==> src/rtl/imem_pkg.sv <==
// Shared definitions for the instruction-memory loader: default load base,
// word size, loader FSM state encoding and a word-offset helper.
// The VERIFY state is only present when IMEM_LOADER_VERIFY_EN is defined.
package imem_pkg;

  localparam logic [31:0] BASEADDR_DEFAULT = 32'h0100_0000;
  localparam int unsigned WORD_BYTES       = 4;

  typedef enum logic [2:0] {
    ST_IDLE   = 3'd0,
    ST_LOAD   = 3'd1,
    ST_DRAIN  = 3'd2,
`ifdef IMEM_LOADER_VERIFY_EN
    ST_VERIFY = 3'd3,
`endif
    ST_RUN    = 3'd4,
    ST_ERROR  = 3'd5
  } loader_state_e;

  // Byte offset of word number idx from the load base.
  function automatic logic [31:0] word_offset(input logic [31:0] idx);
    return idx * WORD_BYTES;
  endfunction

endpackage

==> src/rtl/imem_loader_if.sv <==
// Host word stream plus instruction-memory port seen by the loader.
//
// Stream handshake: a word transfers on a rising clk edge where s_valid and
// s_ready are both high. The host holds s_data stable while s_valid is high
// and not yet accepted; s_ready may depend combinationally on loader state
// but never on s_valid.
//
// master = loader side, slave = host/memory side.
interface imem_loader_if #(
  parameter int unsigned AWIDTH = 32,
  parameter int unsigned DWIDTH = 32
);

  logic              s_valid;
  logic              s_ready;
  logic [DWIDTH-1:0] s_data;

  logic [AWIDTH-1:0] mem_addr;
  logic [DWIDTH-1:0] mem_data_in;
  logic              mem_write_en;
  logic              mem_read_en;
  logic [DWIDTH-1:0] mem_data_out;

  modport master (
    input  s_valid, s_data, mem_data_out,
    output s_ready, mem_addr, mem_data_in, mem_write_en, mem_read_en
  );

  modport slave (
    output s_valid, s_data, mem_data_out,
    input  s_ready, mem_addr, mem_data_in, mem_write_en, mem_read_en
  );

endinterface

==> src/rtl/loader_wr_stage.sv <==
// One-entry accept-to-write register: a word accepted from the host stream
// is presented to memory (address, data, strobe) exactly one cycle later.
module loader_wr_stage #(
  parameter int unsigned       AWIDTH   = 32,
  parameter int unsigned       DWIDTH   = 32,
  parameter logic [AWIDTH-1:0] BASEADDR = AWIDTH'(32'h0100_0000)
) (
  input  logic              clk,
  input  logic              reset,
  input  logic              accept,
  input  logic [AWIDTH-1:0] addr_in,
  input  logic [DWIDTH-1:0] data_in,
  output logic              wr_valid,
  output logic [AWIDTH-1:0] wr_addr,
  output logic [DWIDTH-1:0] wr_data
);

  // Capture the accepted word; strobe lasts one cycle, addr/data hold after.
  always_ff @(posedge clk or negedge reset) begin
    if (!reset) begin
      wr_valid <= 1'b0;
      wr_addr  <= BASEADDR;
      wr_data  <= '0;
    end else begin
      wr_valid <= accept;
      if (accept) begin
        wr_addr <= addr_in;
        wr_data <= data_in;
      end
    end
  end

endmodule

==> src/rtl/imem_loader.sv <==
// Program loader: holds the core in reset, streams len host words into
// instruction memory at BASEADDR + 4*i, then releases the core.
// Optional read-back check of the loaded image: define IMEM_LOADER_VERIFY_EN.
module imem_loader
  import imem_pkg::*;
#(
  parameter int unsigned       AWIDTH    = 32,
  parameter int unsigned       DWIDTH    = 32,
  parameter logic [AWIDTH-1:0] BASEADDR  = AWIDTH'(BASEADDR_DEFAULT),
  parameter int unsigned       MAX_WORDS = 1024,
  parameter int unsigned       CNT_W     = 11
) (
  input  logic             clk,
  input  logic             reset,
  input  logic             start,
  input  logic [CNT_W-1:0] load_len,
  imem_loader_if.master    bus,
  output logic             core_reset,
  output logic             done,
  output logic             error,
  output logic [CNT_W-1:0] words_loaded,
`ifdef IMEM_LOADER_VERIFY_EN
  output logic [CNT_W-1:0] err_index,
`endif
  output loader_state_e    state_dbg
);

  loader_state_e     state_q, state_d;
  logic [CNT_W-1:0]  len_q;
  logic [CNT_W-1:0]  acc_cnt_q;
  logic              s_ready_c;
  logic              accept;
  logic              start_go;
  logic              len_zero;
  logic              len_over;
  logic              wr_valid;
  logic [AWIDTH-1:0] wr_addr;
  logic [DWIDTH-1:0] wr_data;

  // Memory address of word number idx, modulo 2^AWIDTH.
  function automatic logic [AWIDTH-1:0] idx_addr(input logic [CNT_W-1:0] idx);
    return BASEADDR + AWIDTH'(word_offset(32'(idx)));
  endfunction

  assign s_ready_c = (state_q == ST_LOAD) && (acc_cnt_q < len_q);
  assign accept    = s_ready_c && bus.s_valid;
  assign len_zero  = (load_len == '0);
  assign len_over  = (32'(load_len) > MAX_WORDS);
  // start only counts in states that can begin a new load.
  assign start_go  = start && ((state_q == ST_IDLE) || (state_q == ST_RUN) ||
                               (state_q == ST_ERROR));

  assign bus.s_ready = s_ready_c;
  assign state_dbg   = state_q;

`ifdef IMEM_LOADER_VERIFY_EN
  localparam int unsigned IDX_W = (MAX_WORDS > 1) ? $clog2(MAX_WORDS) : 1;

  logic [DWIDTH-1:0] shadow [MAX_WORDS];
  logic [CNT_W-1:0]  ver_idx_q;
  logic              ver_mismatch;
  logic              ver_last;

  assign ver_mismatch = (bus.mem_data_out != shadow[ver_idx_q[IDX_W-1:0]]);
  assign ver_last     = ((ver_idx_q + CNT_W'(1)) == len_q);

  // Shadow copy of every accepted word, compared against memory read-back.
  always_ff @(posedge clk) begin
    if (accept) begin
      shadow[acc_cnt_q[IDX_W-1:0]] <= bus.s_data;
    end
  end

  // Read-back index walks one word per cycle; a mismatch records its index.
  always_ff @(posedge clk or negedge reset) begin
    if (!reset) begin
      ver_idx_q <= '0;
      err_index <= '0;
    end else if (start_go) begin
      ver_idx_q <= '0;
      err_index <= '0;
    end else if (state_q == ST_VERIFY) begin
      if (ver_mismatch) begin
        err_index <= ver_idx_q;
      end else begin
        ver_idx_q <= ver_idx_q + CNT_W'(1);
      end
    end
  end

  assign bus.mem_read_en = (state_q == ST_VERIFY);
  assign bus.mem_addr    = (state_q == ST_VERIFY) ? idx_addr(ver_idx_q) : wr_addr;
`else
  // Read data is only consumed by the verify pass.
  logic unused_rd;
  assign unused_rd       = ^bus.mem_data_out;
  assign bus.mem_read_en = 1'b0;
  assign bus.mem_addr    = wr_addr;
`endif

  assign bus.mem_data_in  = wr_data;
  assign bus.mem_write_en = wr_valid;

  loader_wr_stage #(
    .AWIDTH   (AWIDTH),
    .DWIDTH   (DWIDTH),
    .BASEADDR (BASEADDR)
  ) u_wr_stage (
    .clk      (clk),
    .reset    (reset),
    .accept   (accept),
    .addr_in  (idx_addr(acc_cnt_q)),
    .data_in  (bus.s_data),
    .wr_valid (wr_valid),
    .wr_addr  (wr_addr),
    .wr_data  (wr_data)
  );

  // Next-state logic: start decoding and load/drain/verify sequencing.
  always_comb begin
    state_d = state_q;
    case (state_q)
      ST_IDLE, ST_RUN, ST_ERROR: begin
        if (start) begin
          if (len_zero)      state_d = ST_RUN;
          else if (len_over) state_d = ST_ERROR;
          else               state_d = ST_LOAD;
        end
      end
      ST_LOAD: begin
        if (accept && ((acc_cnt_q + CNT_W'(1)) == len_q)) state_d = ST_DRAIN;
      end
      ST_DRAIN: begin
`ifdef IMEM_LOADER_VERIFY_EN
        state_d = ST_VERIFY;
`else
        state_d = ST_RUN;
`endif
      end
`ifdef IMEM_LOADER_VERIFY_EN
      ST_VERIFY: begin
        if (ver_mismatch)  state_d = ST_ERROR;
        else if (ver_last) state_d = ST_RUN;
      end
`endif
      default: state_d = ST_IDLE;
    endcase
  end

  // State register with registered core-control outputs decoded from next state.
  always_ff @(posedge clk or negedge reset) begin
    if (!reset) begin
      state_q    <= ST_IDLE;
      core_reset <= 1'b1;
      done       <= 1'b0;
      error      <= 1'b0;
    end else begin
      state_q    <= state_d;
      core_reset <= (state_d != ST_RUN);
      done       <= (state_d == ST_RUN);
      error      <= (state_d == ST_ERROR);
    end
  end

  // Length latch, accepted-word counter and written-word counter.
  always_ff @(posedge clk or negedge reset) begin
    if (!reset) begin
      len_q        <= '0;
      acc_cnt_q    <= '0;
      words_loaded <= '0;
    end else if (start_go) begin
      len_q        <= load_len;
      acc_cnt_q    <= '0;
      words_loaded <= '0;
    end else begin
      if (accept)   acc_cnt_q    <= acc_cnt_q + CNT_W'(1);
      if (wr_valid) words_loaded <= words_loaded + CNT_W'(1);
    end
  end

endmodule

==> src/flat_wrapper.sv <==
// flat-port wrapper written by rule: the top's interface ports become plain ports
module imem_loader_flat import imem_pkg::*;
#(
  parameter int unsigned       AWIDTH    = 32,
  parameter int unsigned       DWIDTH    = 32,
  parameter logic [AWIDTH-1:0] BASEADDR  = AWIDTH'(BASEADDR_DEFAULT),
  parameter int unsigned       MAX_WORDS = 1024,
  parameter int unsigned       CNT_W     = 11
)
  (clk, reset, start, load_len, core_reset, done, error, words_loaded, state_dbg, bus_s_valid, bus_s_data, bus_mem_data_out, bus_s_ready, bus_mem_addr, bus_mem_data_in, bus_mem_write_en, bus_mem_read_en);
  imem_loader_if #(.AWIDTH(AWIDTH), .DWIDTH(DWIDTH)) bus_i ();
  input  logic clk;
  input  logic reset;
  input  logic start;
  input  logic [CNT_W-1:0] load_len;
  output logic core_reset;
  output logic done;
  output logic error;
  output logic [CNT_W-1:0] words_loaded;
  output loader_state_e state_dbg;
  input wire logic [$bits(bus_i.s_valid)-1:0] bus_s_valid;
  input wire logic [$bits(bus_i.s_data)-1:0] bus_s_data;
  input wire logic [$bits(bus_i.mem_data_out)-1:0] bus_mem_data_out;
  output wire logic [$bits(bus_i.s_ready)-1:0] bus_s_ready;
  output wire logic [$bits(bus_i.mem_addr)-1:0] bus_mem_addr;
  output wire logic [$bits(bus_i.mem_data_in)-1:0] bus_mem_data_in;
  output wire logic [$bits(bus_i.mem_write_en)-1:0] bus_mem_write_en;
  output wire logic [$bits(bus_i.mem_read_en)-1:0] bus_mem_read_en;
  assign bus_i.s_valid = bus_s_valid;
  assign bus_i.s_data = bus_s_data;
  assign bus_i.mem_data_out = bus_mem_data_out;
  assign bus_s_ready = bus_i.s_ready;
  assign bus_mem_addr = bus_i.mem_addr;
  assign bus_mem_data_in = bus_i.mem_data_in;
  assign bus_mem_write_en = bus_i.mem_write_en;
  assign bus_mem_read_en = bus_i.mem_read_en;
  imem_loader #(.AWIDTH(AWIDTH), .DWIDTH(DWIDTH), .BASEADDR(BASEADDR), .MAX_WORDS(MAX_WORDS), .CNT_W(CNT_W)) u_core (.clk(clk), .reset(reset), .start(start), .load_len(load_len), .bus(bus_i), .core_reset(core_reset), .done(done), .error(error), .words_loaded(words_loaded), .state_dbg(state_dbg));
endmodule
==> config.mk <==
export PLATFORM = sky130hd
export DESIGN_NAME = imem_loader_flat
export DESIGN_NICKNAME = d
export VERILOG_FILES = /design/src/rtl/imem_pkg.sv /design/src/rtl/imem_loader_if.sv /design/src/rtl/loader_wr_stage.sv /design/src/rtl/imem_loader.sv /design/src/flat_wrapper.sv
export SDC_FILE = /design/constraint.sdc
export NUM_CORES = 1
export LEC_CHECK = 0
export ABC_CLOCK_PERIOD_IN_PS = 4200
export CORE_AREA = 2 2 106 108
export CTS_BUF_LIST = sky130_fd_sc_hd__clkbuf_4 sky130_fd_sc_hd__clkbuf_8
export CTS_CLUSTER_DIAMETER = 200
export CTS_CLUSTER_SIZE = 20
export DETAILED_ROUTE_END_ITERATION = 10
export DIE_AREA = 0 0 108 110
export HOLD_SLACK_MARGIN = 0.15
export PLACE_DENSITY = 0.78
export REMOVE_ABC_BUFFERS = 1
export SLEW_MARGIN = 5
export SYNTH_ARGS = -nofsm -noshare
export SYNTH_HDL_FRONTEND = slang
export SYNTH_SLANG_ARGS = --single-unit
==> constraint.sdc <==
create_clock -name clk -period 4.2 [get_ports clk]
set_input_delay 0.63 -clock clk [delete_from_list [all_inputs] [get_ports clk]]
set_output_delay 0.63 -clock clk [all_outputs]
set_load 0.02 [all_outputs]
# After elaboration in Yosys (flattened, before gate mapping)
# Cells that the tools add are included.
[classes]
order_cmp = 2
addsub = 3
div_mod_pow = 0
n_reduce_logical = 11
n_mux = 9
multipliers = 0
bitwise_logic = 0
n_shift = 0
eq_ne = 8
[ops]
columns = ["cell", "count"]
rows = [
  ["$mux 11", 4],
  ["$add 25x13->26 const A", 1],
  ["$add 11x1->11 const B", 2],
  ["$eq 3x3->1 const B", 4],
  ["$mux 3", 4],
  ["$eq 11x11->1", 1],
  ["$gt 11x11->1 const B", 1],
  ["$logic_not 11->1", 1],
  ["$lt 11x11->1", 1],
  ["$pmux 3 s3", 1],
  ["$logic_and 1x1->1", 4],
  ["$reduce_bool 2->1", 2],
  ["$eq 3x1->1 const B", 1],
  ["$eq 3x2->1 const B", 1],
  ["$logic_not 3->1", 1],
  ["$ne 3x3->1 const B", 1],
  ["$reduce_or 3->1", 1],
  ["$logic_or 1x1->1", 2],
]
[totals]
ramBits = 0
inputBits = 79
romBits = 0
elab_cells = 43
latchBits = 0
regBits = 104
mem_count = 0

# Longest topological paths before layout
# Gate-level depths: netlist (run 1).
[logic_depth]
depth_word = 7
ltp_mapped = 10

# Cells and area by module
# From an unflattened synthesis (run 1), not the netlist that was laid out.
[hier_totals]
hier_cells = 392
area_unflattened_um2 = 5073.6
[modules_own_cells]
columns = ["module", "cells_each", "instances", "area_per_inst_um2", "seq_area_each_um2"]
rows = [
  ["loader_wr_stage", 136, 1, 2705.1, 1627.8],
  ["imem_loader", 256, 1, 2368.5, 977.2],
]

# Worst setup path before layout (run 1)
# Ideal clock, no wire load.
[synth_timing]
kind = "reg2reg"
start = "reg u_core.acc_cnt_q[10]"
end = "reg u_core.u_wr_stage.wr_data[0]"
period_less_slack_ps = 2000
t_arrival_ps = 1875
stages_incl_launch_ff = 9
path_buffers = 2
setup_slack_ps = 2200
t_required_ps = 4075
cell_sequence = "dfrtp_1 ha_1 nor4b_2 o211a_1 o2111ai_1 inv_2 buf_6 buf_6 mux2_4"
[synth_between]
elab_chain_len = 3
[synth_lines]
columns = ["item", "line", "source"]
rows = [
  ["from (decl)", "imem_loader.sv:30", "logic [CNT_W-1:0] acc_cnt_q;"],
  ["from (signal assigned)", "imem_loader.sv:176", "if (accept) acc_cnt_q <= acc_cnt_q + CNT_W'(1);"],
  ["$lt 11x11->1", "imem_loader.sv:45", "assign s_ready_c = (state_q == ST_LOAD) && (acc_cnt_q < len_q);"],
  ["$logic_and 1x1->1", "imem_loader.sv:45", ""],
  ["$logic_and 1x1->1", "imem_loader.sv:46", "assign accept = s_ready_c && bus.s_valid;"],
  ["to (signal assigned)", "loader_wr_stage.sv:28", "wr_data <= data_in;"],
  ["to (decl)", "loader_wr_stage.sv:15", "output logic [DWIDTH-1:0] wr_data"],
]
# No other way between the ends.
# A chain may end at the register's enable or synchronous reset.

# Worst setup path in the final report (run 1)
[layout_timing]
start = "reg u_core.acc_cnt_q[10]"
end = "out bus_s_ready"
[layout_between]
elab_chain_len = 2
[layout_lines]
columns = ["item", "line", "source"]
rows = [
  ["$lt 11x11->1", "imem_loader.sv:45", ""],
  ["$logic_and 1x1->1", "imem_loader.sv:45", ""],
  ["to (decl)", "flat_wrapper.sv:24", "output wire logic [$bits(bus_i.s_ready)-1:0] bus_s_ready;"],
]
# No other way between the ends.

==> impl_results.rst, run 1 <==
.. list-table::
   :header-rows: 1

   * - Metric
     - Value
   * - First-iteration detailed-routing DRC count
     - 87
   * - Slew at the pin closest to its max-slew limit
     - 1.05 ns
   * - Die Y-Extent
     - 110 um
   * - Maximum level of the CTS H-tree
     - 3
   * - Count of vias placed by the detailed router
     - 3,146
   * - Core ar.
     - 10,700 um2
   * - Total die area
     - 11,900 um2
   * - Clock Power Share
     - 0.212
   * - Combined area of the multi-input logic cells
     - 1900 um2
   * - Busiest layer in global routing
     - met2
   * - EDFF count, synth
     - 0
   * - Post CTS Setup Buffer Count
     - 0
   * - Most common cell on crit path
     - o211a_1
   * - Half-perimeter wire length after detailed placement
     - 6620 um
   * - Remaining design rule violation count
     - 0
   * - Slowest Stage Delay on Critical Path
     - 0.60 ns
   * - Dominant register cell in the synthesized netlist
     - dfrtp_1
   * - Total global routing overflow
     - 0
   * - Setup crit start kind
     - flop
   * - Sequential share of the synthesized area
     - 0.491
   * - Critical setup path kind
     - reg -> out
   * - Vias in the first global route
     - 3,046
   * - Num ports
     - 163
   * - Synth-to-Final Area Change
     - 31.0%
   * - Number of sinks driven by the clock tree
     - 83
   * - Number of endpoints failing setup at the final stage
     - 0
   * - Max-capacitance violation count
     - 0
   * - Leading cell type by number of instances after synthesis
     - dfrtp_1
   * - Internal power
     - 2010 uW
   * - Via-per-instance ratio
     - 5.06
   * - Final wirelength
     - 9300 um
   * - Worst Skew
     - 0.00992 ns
   * - Die X-Extent
     - 108 um
   * - Global-route wire length before repair
     - 14,800 um
   * - Met2 Use GR
     - 0.246
   * - Number of warning messages in the yosys log
     - 0
   * - Cell count after placement
     - 606
   * - Worst endpoint data arrival time
     - 2.40 ns
   * - CTS buffer count
     - 9
   * - NumNets Final
     - 569
   * - Hold bufs inserted after CTS
     - 0
   * - Share of layout cells above drive strength 1
     - 0.143
   * - Min-Delay Path Class
     - in -> async
   * - Clock slew seen by the registers of the worst setup and hold paths
     - 0.08 ns
   * - Headroom to the max-slew limit
     - 0.303
   * - Pin count of the biggest net entering global routing
     - 84
   * - Switching power
     - 1110 uW
   * - GR Util All Layers
     - 0.160
   * - LEAKAGE
     - 0.00251 uW
   * - Maximum achievable frequency
     - 330 MHz
   * - Met3 global-route usage
     - 0.0529
   * - Peak fanout along the critical path
     - 6
   * - Initial DRT Pass Iterations
     - 4
   * - Setup repair after global routing missed its margin
     - false
   * - Register Area
     - 2080 um2
   * - Critical Path, Cell by Cell
     - ha_1 > nor4b_2 > o211a_1 > o211a_1 > clkdlybuf4s50_1
   * - Endpoint class of the critical path
     - primary output
   * - Count of antenna diodes in the layout
     - 0
   * - WP data required
     - 3.57 ns
   * - WL/cell
     - 14.9 um
   * - Async set-reset flop share out of synthesis
     - 1.00
   * - Post-synthesis sequential element count
     - 83
   * - Part of the power in combinational logic
     - 0.396
   * - Sw Ratio
     - 0.356
   * - Count of input and output buffers
     - 108
   * - Area contributors post-synth
     - dfrtp_1, mux2_4, mux2_2, buf_4, ha_1
   * - Top cell type's share of synthesized area
     - 0.485
   * - Synth unique cells
     - 51
   * - Maximum number of buffers from clock root to sink
     - 2
   * - Fraction of the cycle the final worst path needs
     - 0.721
   * - Top cells by count, synth
     - dfrtp_1, nand2_1, buf_4
   * - Total Neg Setup Slack
     - 0 ns
   * - Netlist area before placement
     - 4230 um2
   * - Met1 Track Usage GR
     - 0.208
   * - Time the worst path needs with I/O delays and setup
     - 3.03 ns
   * - Average cell area after synthesis
     - 11.3 um2
   * - Placement Rows
     - 38
   * - VDD IR max
     - 0.353 mV
   * - Cts repair resizes
     - 0
   * - RD Place Congestion
     - 0.832
   * - Status
     - finished clean
   * - Sequential share of power
     - 0.393
   * - Synthesized netlist cell count
     - 375
   * - Critical-path cell with the highest stage delay
     - clkdlybuf4s50_1
   * - Clk root buf
     - clkbuf_8
   * - Yosys top cell by area
     - dfrtp_1
   * - Starting Density
     - 0.395
   * - Filler-free cell count of the finished design
     - 622
   * - Filler Cell Count
     - 955
   * - Clock tree from TritonCTS
     - yes
   * - Max-slew violations
     - 0
   * - Power per cell area
     - 563 nW/um2
   * - Antenna viol nets, final
     - 0
   * - Clock Latency Late Sink
     - 0.36 ns
   * - Number of hold violations in the final report
     - 0
   * - Antenna violations before repair
     - 0
registers in the layout, summed over array words and instances, names as in the netlist:
signal / count
u_core.u_wr_stage.wr_valid: 1
u_core.error: 1
u_core.state_dbg: 3
u_core.acc_cnt_q: 11
u_core.u_wr_stage.wr_addr: 11
u_core.core_reset: 1
u_core.len_q: 11
u_core.done: 1
u_core.words_loaded: 11
u_core.u_wr_stage.wr_data: 32
cell families (layout without fill, tap and decap cells):
logic type	Yosys count	count (layout)	synth area share
AND/OR/NAND/NOR	107	107	0.131
other	2	22	0.00178
multiplexers	45	45	0.137
AO/OA/AOI/OAI	52	52	0.0816
adder cells (fa/ha/maj)	13	13	0.0385
buffers and inverters	53	140	0.0778
XOR/XNOR	20	20	0.0414
flip-flops	83	83	0.491
power groups by stage:
stage | registers (uW) | logic, uW | clock network, uW
3_3_place_gp | 1230 | 1210 | 0
2_1_floorplan | 1370 | 578 | 0
4_1_cts | 1220 | 1250 | 684
5_1_grt | 1260 | 1350 | 716
3_5_place_dp | 1230 | 1240 | 0
6_report | 1220 | 1240 | 660
cell usage in the layout (no fill, tap or decap), types with 3 or more instances in the layout:
master           instances
buf_4                    4
a21oi_1                 11
xor2_1                  11
nor2_1                  18
a21o_1                   3
mux2_4                  20
and2_1                   3
clkbuf_8                11
nand4_1                 10
nand3_1                  6
a211o_1                  6
nand2b_1                 3
mux2_2                  22
nor3_1                   7
dfrtp_1                 82
inv_1                   12
xnor2_1                  9
o211ai_1                 4
nor4_1                   3
conb_1                  22
nand2_1                 34
o21ai_0                 16
and3_1                   9
clkdlybuf4s50_1        107
ha_1                    13
nor2b_1                  3
metal layers:
metal	share of wire	vias to the layer above	routed length, um
li1	-	1479	-
met5	0	-	0
met3	0.084	14	785
met2	0.48	117	4460
met1	0.42	1536	3930
met4	0.013	0	121
final cells by class:
class	count	share of cell area
clock inverter	4	0.0133
timing repair buffer	111	0.199
sequential	83	0.375
clock buffer	12	0.0287
inverter	13	0.00881
tap	140	0.0316
multi-input combinational	259	0.344
path summary, 6_finish.rpt:
| check | start | slack [ns] | to | cells after the start |
|---|---|---|---|---|
| setup / recovery | u_core.acc_cnt_q[10]$_DFFE_PN0P_ | 1.17 | bus_s_ready | 5 |
| hold / removal | reset | 0.45 | u_core.words_loaded[10]$_DFFE_PN0P_ | 1 |
| setup reg to reg | u_core.acc_cnt_q[10]$_DFFE_PN0P_ | 1.35 | u_core.u_wr_stage.wr_data[24]$_DFFE_PN0P_ | 7 |
| hold reg to reg | u_core.len_q[0]$_DFFE_PN0P_ | 0.50 | u_core.len_q[0]$_DFFE_PN0P_ | 2 |
| min in group clk | u_core.len_q[0]$_DFFE_PN0P_ | 0.50 | u_core.len_q[0]$_DFFE_PN0P_ | 2 |
| max in group asynchronous | reset | 3.07 | u_core.u_wr_stage.wr_data[9]$_DFFE_PN0P_ | 1 |
critical path: cells and delay by family, from the launching register on:
kind | cells | cell delay (ns)
compound gates | 2 | 0.42
simple gates | 1 | 0.34
buf+inv | 1 | 0.60
flops | 1 | 0.44
fa+ha+maj | 1 | 0.24
per-stage QoR:
| stage | hold slack (ns) | total power, uW | area (um2) | util | setup WS, ns |
|---|---|---|---|---|---|
| 2_1_floorplan | 0.334 | 1950 | 4030 | - | 0.657 |
| 3_3_place_gp | 0.468 | 2440 | 5310 | 0.496 | 1.43 |
| 3_5_place_dp | 0.483 | 2470 | 5310 | 0.496 | 1.33 |
| 4_1_cts | 0.499 | 3150 | 5540 | 0.518 | 1.14 |
| 5_1_grt | 0.523 | 3330 | 5540 | 0.518 | 1.05 |
| 6_report | 0.446 | 3120 | 5540 | 0.518 | 1.17 |
Note: power is estimated with default switching activity, not from simulation.
==> run 2: changes to the inputs <==
--- a/config.mk
+++ b/config.mk
@@ -5,7 +5,7 @@
 export SDC_FILE = /design/constraint.sdc
 export NUM_CORES = 1
 export LEC_CHECK = 0
-export ABC_CLOCK_PERIOD_IN_PS = 4200
+export ABC_CLOCK_PERIOD_IN_PS = 3200
 export CORE_AREA = 2 2 106 108
 export CTS_BUF_LIST = sky130_fd_sc_hd__clkbuf_4 sky130_fd_sc_hd__clkbuf_8
 export CTS_CLUSTER_DIAMETER = 200
==> constraint.sdc (replaced) <==
create_clock -name clk -period 3.2 [get_ports clk]
set_input_delay 0.48 -clock clk [delete_from_list [all_inputs] [get_ports clk]]
set_output_delay 0.48 -clock clk [all_outputs]
set_load 0.02 [all_outputs]
==> impl_results.rst, run 2 (synthesis results as in run 1) <==
.. list-table::
   :header-rows: 1

   * - Metric
     - Value
   * - VDD IR max
     - 0.435 mV
   * - Power per cell area
     - 758 nW/um2
   * - Worst Skew
     - 0.00678 ns
   * - Top library cells by usage in the layout, fill and taps aside
     - clkdlybuf4s50_1, dfrtp_1, nand2_1
   * - Die X-Extent
     - 108 um
   * - Total Neg Setup Slack
     - 0 ns
   * - Via-per-instance ratio
     - 5.06
   * - CTS buffer count
     - 9
   * - Half-perimeter wire length after detailed placement
     - 6750 um
   * - Slew at the pin closest to its max-slew limit
     - 1.04 ns
   * - WL/cell
     - 15.2 um
   * - Clock tree from TritonCTS
     - yes
   * - Maximum achievable frequency
     - 351 MHz
   * - Clock slew seen by the registers of the worst setup and hold paths
     - 0.08 ns
   * - Largest register by flop count
     - u_core.u_wr_stage.wr_data
   * - Total global routing overflow
     - 0
   * - Antenna viol nets, final
     - 0
   * - Num ports
     - 163
   * - Headroom to the max-slew limit
     - 0.308
   * - Max-capacitance violation count
     - 0
   * - Peak fanout along the critical path
     - 11
   * - Critical setup path kind
     - reg -> out
   * - Core ar.
     - 10,700 um2
   * - Setup repair after global routing missed its margin
     - false
   * - Die Y-Extent
     - 110 um
   * - Hold bufs inserted after CTS
     - 0
   * - Power consumption
     - 4240 uW
   * - Count of vias placed by the detailed router
     - 3,147
   * - Utilization of the core after routing
     - 0.523
   * - GR Util All Layers
     - 0.164
   * - Count of antenna diodes in the layout
     - 0
   * - Remaining design rule violation count
     - 0
   * - LEAKAGE
     - 0.00254 uW
   * - NumNets Final
     - 570
   * - Pin count of the biggest net entering global routing
     - 84
   * - Fraction of the cycle the final worst path needs
     - 0.892
   * - Number of hold violations in the final report
     - 0
   * - Worst endpoint data arrival time
     - 2.37 ns
   * - Number of endpoints failing setup at the final stage
     - 0
   * - Final wirelength
     - 9440 um
   * - Most common cell after layout, fill and taps aside
     - clkdlybuf4s50_1
   * - Count of input and output buffers
     - 108
   * - Clock Latency Late Sink
     - 0.35 ns
   * - Maximum level of the CTS H-tree
     - 3
   * - Cts repair resizes
     - 0
   * - Starting Density
     - 0.395
   * - Instance area after placement
     - 5330 um2
   * - Synth-to-Final Area Change
     - 32.2%
   * - WP data required
     - 2.72 ns
   * - First-iteration detailed-routing DRC count
     - 126
   * - RD Place Congestion
     - 0.846
   * - Max FFs per register
     - 32
   * - Number of sinks driven by the clock tree
     - 83
   * - Maximum number of buffers from clock root to sink
     - 2
   * - Max-slew violations
     - 0
   * - Endpoint class of the critical path
     - primary output
   * - Share of layout cells above drive strength 1
     - 0.143
   * - Final std cell area, no fill
     - 5590 um2
   * - Post CTS Setup Buffer Count
     - 0
   * - Total die area
     - 11,900 um2
   * - Clk root buf
     - clkbuf_8
   * - Vias in the first global route
     - 3,181
   * - Time the worst path needs with I/O delays and setup
     - 2.85 ns
   * - Initial DRT Pass Iterations
     - 4
   * - Status
     - finished clean
   * - Setup crit start kind
     - flop
   * - Min-Delay Path Class
     - in -> async
   * - Global-route wire length before repair
     - 15,300 um
   * - Placement Rows
     - 38
   * - Antenna violations before repair
     - 0
-- run 2: worst paths after layout --
| path | from | endpoint | slack, ns | cells past startpoint |
|---|---|---|---|---|
| hold reg to reg | u_core.len_q[0]$_DFFE_PN0P_ | u_core.len_q[0]$_DFFE_PN0P_ | 0.50 | 2 |
| setup / recovery | u_core.acc_cnt_q[4]$_DFFE_PN0P_ | bus_s_ready | 0.35 | 5 |
| hold / removal | reset | u_core.words_loaded[10]$_DFFE_PN0P_ | 0.30 | 1 |
| setup reg to reg | u_core.acc_cnt_q[2]$_DFFE_PN0P_ | u_core.u_wr_stage.wr_data[19]$_DFFE_PN0P_ | 0.74 | 7 |
| max in group asynchronous | reset | u_core.u_wr_stage.wr_data[23]$_DFFE_PN0P_ | 2.23 | 1 |
| min in group clk | u_core.len_q[0]$_DFFE_PN0P_ | u_core.len_q[0]$_DFFE_PN0P_ | 0.50 | 2 |
-- run 2: per-layer routing --
layer,wire [um],part of all wire,vias up,global-route usage
met4,121,0.013,0,0.0614
met5,0,0,-,0
li1,-,-,1477,-
met3,648,0.069,15,0.0459
met1,4140,0.44,1552,0.215
met2,4530,0.48,103,0.261
-- run 2: final cells by class --
cell class,instances,area [um2]
well taps,140,175
fillers,955,5110
repair buffers,112,1120
clock inverters,5,125
inverters,13,48.8
multi-input cells,259,1900
flip-flops and latches,83,2080
clock buffers,10,138
-- run 2: power breakdown --
group | switching, uW | internal [uW] | total (uW)
logic | 818 | 821 | 1640
registers | 281 | 1330 | 1610
clock network | 371 | 613 | 984
-- run 2: critical path: stages (launching register included) --
cell and delay, ns:
dfrtp_1 0.54, ha_1 0.38, nand4_1 0.12, a211o_1 0.32, o211a_1 0.13, clkdlybuf4s50_1 0.53
-- run 2: metrics by stage --
| stage | hold WS, ns | cells | setup WS, ns |
|---|---|---|---|
| finish | 0.297 | 622 | 0.347 |
| global route | 0.386 | 622 | 0.222 |
| CTS | 0.346 | 622 | 0.345 |
| detailed placement | 0.492 | 607 | 0.745 |
| global placement | 0.468 | 607 | 0.748 |
| floorplan | 0.184 | 355 | -0.343 |
